<file path="src/rtl/updown_counter_n.sv">
// Parametrised up/down counter with prescaler, load, clear, boundary flags and wrap pulse.
// Define UDC_SAT_EN to build the saturating variant (holds at the bounds, wrap_pulse tied low).
module updown_counter_n #(
    parameter int              WIDTH    = 8,
    parameter logic [WIDTH-1:0] MAX_VAL  = {WIDTH{1'b1}},
    parameter int              PRESCALE = 1
) (
    input  logic             clk,
    input  logic             rst,
    input  logic             en,
    input  logic             up,
    input  logic             clr,
    input  logic             load,
    input  logic [WIDTH-1:0] load_val,
    output logic [WIDTH-1:0] count,
    output logic             at_zero,
    output logic             at_max,
    output logic             step,
    output logic             wrap_pulse
);

    localparam int PS_W = (PRESCALE > 1) ? $clog2(PRESCALE) : 1;
    localparam logic [PS_W-1:0] PS_LAST = PS_W'(PRESCALE - 1);

`ifdef UDC_SAT_EN
    localparam bit SAT = 1'b1;
`else
    localparam bit SAT = 1'b0;
`endif

    logic [WIDTH-1:0] count_q, count_d;
    logic [PS_W-1:0]  ps_q, ps_d;
    logic             step_q, step_d;
    logic             wrap_q, wrap_d;
    logic             tick;
    logic [WIDTH:0]   nxt;

    // Returns {wrapped, next_count} for one count step in direction dir.
    function automatic logic [WIDTH:0] next_count(input logic [WIDTH-1:0] cur, input logic dir);
        logic [WIDTH:0] r;
        r = {1'b0, cur};
        if (dir) begin
            if (cur != MAX_VAL)
                r = {1'b0, cur + WIDTH'(1)};
            else if (!SAT)
                r = {1'b1, {WIDTH{1'b0}}};
        end else begin
            if (cur != '0)
                r = {1'b0, cur - WIDTH'(1)};
            else if (!SAT)
                r = {1'b1, MAX_VAL};
        end
        return r;
    endfunction

    function automatic logic [WIDTH-1:0] clamp_load(input logic [WIDTH-1:0] v);
        return (v > MAX_VAL) ? MAX_VAL : v;
    endfunction

    assign tick = en && (ps_q == PS_LAST);
    assign nxt  = next_count(count_q, up);

    always_comb begin
        count_d = count_q;
        ps_d    = ps_q;
        step_d  = 1'b0;
        wrap_d  = 1'b0;
        if (clr) begin
            count_d = '0;
            ps_d    = '0;
        end else if (load) begin
            count_d = clamp_load(load_val);
            ps_d    = '0;
        end else if (tick) begin
            ps_d    = '0;
            step_d  = 1'b1;
            count_d = nxt[WIDTH-1:0];
            wrap_d  = nxt[WIDTH];
        end else if (en) begin
            ps_d    = ps_q + PS_W'(1);
        end
    end

    always_ff @(posedge clk or negedge rst) begin
        if (!rst) begin
            count_q <= '0;
            ps_q    <= '0;
            step_q  <= 1'b0;
            wrap_q  <= 1'b0;
        end else begin
            count_q <= count_d;
            ps_q    <= ps_d;
            step_q  <= step_d;
            wrap_q  <= wrap_d;
        end
    end

    assign count      = count_q;
    assign at_zero    = (count_q == '0);
    assign at_max     = (count_q == MAX_VAL);
    assign step       = step_q;
    assign wrap_pulse = SAT ? 1'b0 : wrap_q;

endmodule

</file>
<file path="config.mk">
export PLATFORM = sky130hd
export DESIGN_NAME = updown_counter_n
export DESIGN_NICKNAME = d
export VERILOG_FILES = /design/src/rtl/updown_counter_n.sv
export SDC_FILE = /design/constraint.sdc
export NUM_CORES = 1
export LEC_CHECK = 0
export ABC_AREA = 0
export ABC_CLOCK_PERIOD_IN_PS = 3000
export CAP_MARGIN = 20
export CORE_ASPECT_RATIO = 0.8
export CORE_UTILIZATION = 35
export DETAILED_ROUTE_END_ITERATION = 10
export PLACE_DENSITY = 0.68
export RECOVER_POWER = 100
export SLEW_MARGIN = 20
export SYNTH_ARGS = -nofsm -noshare
export SYNTH_HDL_FRONTEND = slang
export SYNTH_SLANG_ARGS = --single-unit
</file>
<file path="constraint.sdc">
create_clock -name clk -period 3 [get_ports clk]
set_input_delay 0.75 -clock clk [delete_from_list [all_inputs] [get_ports clk]]
set_output_delay 0.75 -clock clk [all_outputs]
set_load 0.05 [all_outputs]
</file>
==> reports/metrics.csv, run 1 <==
stage,metric,value,unit
outcome,status,completed,
critical_path,crit_arrival,1910,ps
synthesis,synth_top_flop_cell,dfrtp_1,
placed_design,pre_cts_slack,420.1,ps
die,placeableCoreArea,2542,µm²
critical_path,critPathKind,flip-flop to output pin,
timing,finalCritPeriodShare,0.8869,
global_routing,antenna_found_initial,0,
die,pin_count,26,
die,initial_core_util,0.3858,
global_routing,grt_pass1_wl,4.319,mm
layout,diodes,0,
placed_design,place_congestion,0.9113,
drt,routed_wl,2.719,mm
drt,wl_met2,1.225,mm
drt,wl_per_cell,15.54,µm
die,fp.dieW,61.19,µm
drt,drc,0,
synthesis,synthCells,118,
critical_path,critPathMaxStageDelay,540,ps
timing,setup_violations,0,
drt,drt.antenna.violating_nets,0,
critical_path,cp_cell_sequence,"inv_1, ha_1, or3b_2, nor2_1, buf_12",
clock_network,clockBufferDepth,2,
layout,area_delta_synth_final,28.70,%
critical_path,slowest_stage,or3b_2,
clock_network,cts.repair.resized,0,
synthesis,synth.net_count,135,
synthesis,synth_largest_area_cell,dfrtp_1,
clock_network,cts_tree,yes,
clock_network,htreeDepth,1,
timing,fin_skew,9.274,ps
synthesis,ys_types,43,
hold_path,min_path_type,flip-flop to flip-flop,
drt,m1WireLength,1.239,mm
synthesis,synth.avg_cell_area,8.313,µm²
power_and_ir_drop,peakVddDrop,0.0002432,V
global_routing,grt_pass1_vias,875,
critical_path,start_kind,flip-flop,
global_routing,grt_max_degree,15,
timing,timing.final.ws_setup,339.2,ps
clock_network,cts.repair_timing.setup_buffer_count,0,
drt,vias_per_cell,5.823,
critical_path,worst-path-max-fanout,5,
power_and_ir_drop,p_leak,0.5072,nW
flow_run,maxCapViolCount,0,
synthesis,synth_area,980.9,µm²
drt,first_iter_violations,58,
timing,hold_ws,605.7,ps
drt,wl_met3,218,µm
layout,final.fill_count,247,
layout,multiInputGateArea,604.3,µm²
synthesis,synth_area_leaders,"dfrtp_1 28%, a22oi_1 4.6%, xor2_1 4.5%",
placed_design,place.port_buffers,25,
synthesis,ys_warn_count,0,
timing,layout_min_cycle_time,2661,ps
global_routing,grt-ovfl-total,0,
drt,topRoutingLayerUsed,met4,
clock_network,cts_buffers,3,
layout,register_area,275.3,µm²
layout,design_area,1262,µm²
layout,final_util,0.4966,
clock_network,clock_latency,270,ps
placed_design,place_area,1250,µm²
power_and_ir_drop,power,500.5,µW
timing,grt_setup_unrepaired,false,
placed_design,dp_hpwl,1.963,mm
synthesis,ys_seq_elements,11,
synthesis,async_flop_share,1.000,
layout,finalNonFillerCells,175,
drt,dr.pass1.iters,4,
timing,slew_viol_final,0,
critical_path,worst_setup_path_end_kind,output pin,
die,std_cell_rows,16,
layout,layout.nets,157,
layout,drive_above_1_share,0.1151,
synthesis,synth_top_area_share,0.2806,
synthesis,ys_seq_area_frac,0.2806,
synthesis,synth_edf_count,0,
drt,vias,1019,
timing,max_freq,0.3758,GHz
die,die_h,49.35,µm
die,die-area,3020,µm²
clock_network,cts_hold_buf,0,
timing,tns,0,ps
timing,slew_headroom,0.6156,
timing,finalHoldViolCount,0,
placed_design,dp.cells,171,
clock_network,cts_root_buf,clkbuf_4,
power_and_ir_drop,pwr_density_cell,396.5,nW/µm²
critical_path,worst_ep_required_time,2250,ps
global_routing,grt_use_total,0.1984,
timing,tightestPinTransition,574.7,ps
clock_network,cts.clk_slew.worst_paths,80,ps
clock_network,cts.sinks,11,
==> registers in the layout, summed over array words and instances, names as in the netlist <==
name        count
wrap_pulse      1
ps_q            1
count           8
step            1
==> worst paths after layout <==
kind                       slack (ps)       end  startpoint  cells after the start
hold / removal                    610      ps_q        ps_q                      1
max in group asynchronous        1710  count[5]         rst                      1
min in group asynchronous         900  count[1]         rst                      1
setup reg to reg                 1090  count[3]    count[0]                      6
hold reg to reg                   610      ps_q        ps_q                      1
setup / recovery                  340   at_zero    count[0]                      5
==> cells in the mapped netlist (2+ instances only) <==
cell and n:
a211oi_2 2, a21o_1 2, a21oi_1 5, a22oi_1 6, buf_2 2, buf_6 3
clkbuf_1 5, dfrtp_1 11, ha_1 3, inv_1 6, nand2_1 8, nand3_1 5
nand4_1 4, nor2_1 6, nor2b_1 2, nor3_1 5, o21a_1 3, o21ai_0 2
o21ai_1 4, o21bai_1 2, o31ai_1 5, or3b_2 2, xor2_1 5
==> cells by family after synthesis <==
group                      count (synthesis)  share of synthesized area
AOI/OAI and AO/OA                         41                     0.3125
xor gates and xnor gates                   5                    0.04464
buffers and inverters                     19                    0.09948
DFF                                       11                     0.2806
and+or+nand+nor                           39                     0.2245
adders and majority gates                  3                    0.03827
==> cells in the final DEF (no fill, tap or decap), types with 2 or more instances in the layout <==
cell type,count
nand2_1,8
nand4_1,4
clkbuf_4,3
inv_1,7
a22oi_1,6
o21a_1,3
xor2_1,5
or3b_2,2
a21oi_1,5
o311ai_0,2
clkdlybuf4s50_1,10
a21o_1,2
a211oi_1,2
nor3_1,4
buf_4,4
nand3_1,5
o21bai_1,2
ha_1,3
dlygate4sd3_1,13
nor2b_1,2
o21ai_0,5
nor2_1,6
dfrtp_1,11
o31ai_1,5
==> critical path: cells and delay by family (launching register included) <==
kind | cells | cell delay (ps)
buffers and inverters | 2 | 280
adder cells (fa/ha/maj) | 1 | 180
flip-flops | 1 | 380
AND/OR/NAND/NOR | 2 | 800
==> metal layers <==
metal	global-route usage	up-vias
met3	0.04775	4
met4	0.07197	0
li1	-	482
met1	0.2880	487
met5	0	-
met2	0.2790	46
==> area by class of cell <==
type / count / share of cell area
multi-input cells: 88 / 0.4787
clock buffers: 4 / 0.02081
flip-flops and latches: 11 / 0.2180
repair buffers: 29 / 0.2260
inverters: 7 / 0.02081
well taps: 36 / 0.03568
==> where the power goes <==
group	total, mW	switching [mW]	internal [mW]	leakage [nW]
registers	0.180	0.0218	0.158	0.146
logic	0.213	0.127	0.0858	0.346
clock network	0.107	0.0557	0.0515	0.0150
(Power assumes the default switching activity.)
==> inputs of run 2 (changes only) <==
--- a/config.mk
+++ b/config.mk
@@ -13,7 +13,8 @@
 export DETAILED_ROUTE_END_ITERATION = 10
 export PLACE_DENSITY = 0.68
 export RECOVER_POWER = 100
-export SLEW_MARGIN = 20
+export SKIP_CTS_REPAIR_TIMING = 1
+export SLEW_MARGIN = 0
 export SYNTH_ARGS = -nofsm -noshare
 export SYNTH_HDL_FRONTEND = slang
 export SYNTH_SLANG_ARGS = --single-unit
==> results of run 2 <==
Final layout, timing and power as in run 1 (identical DEF).
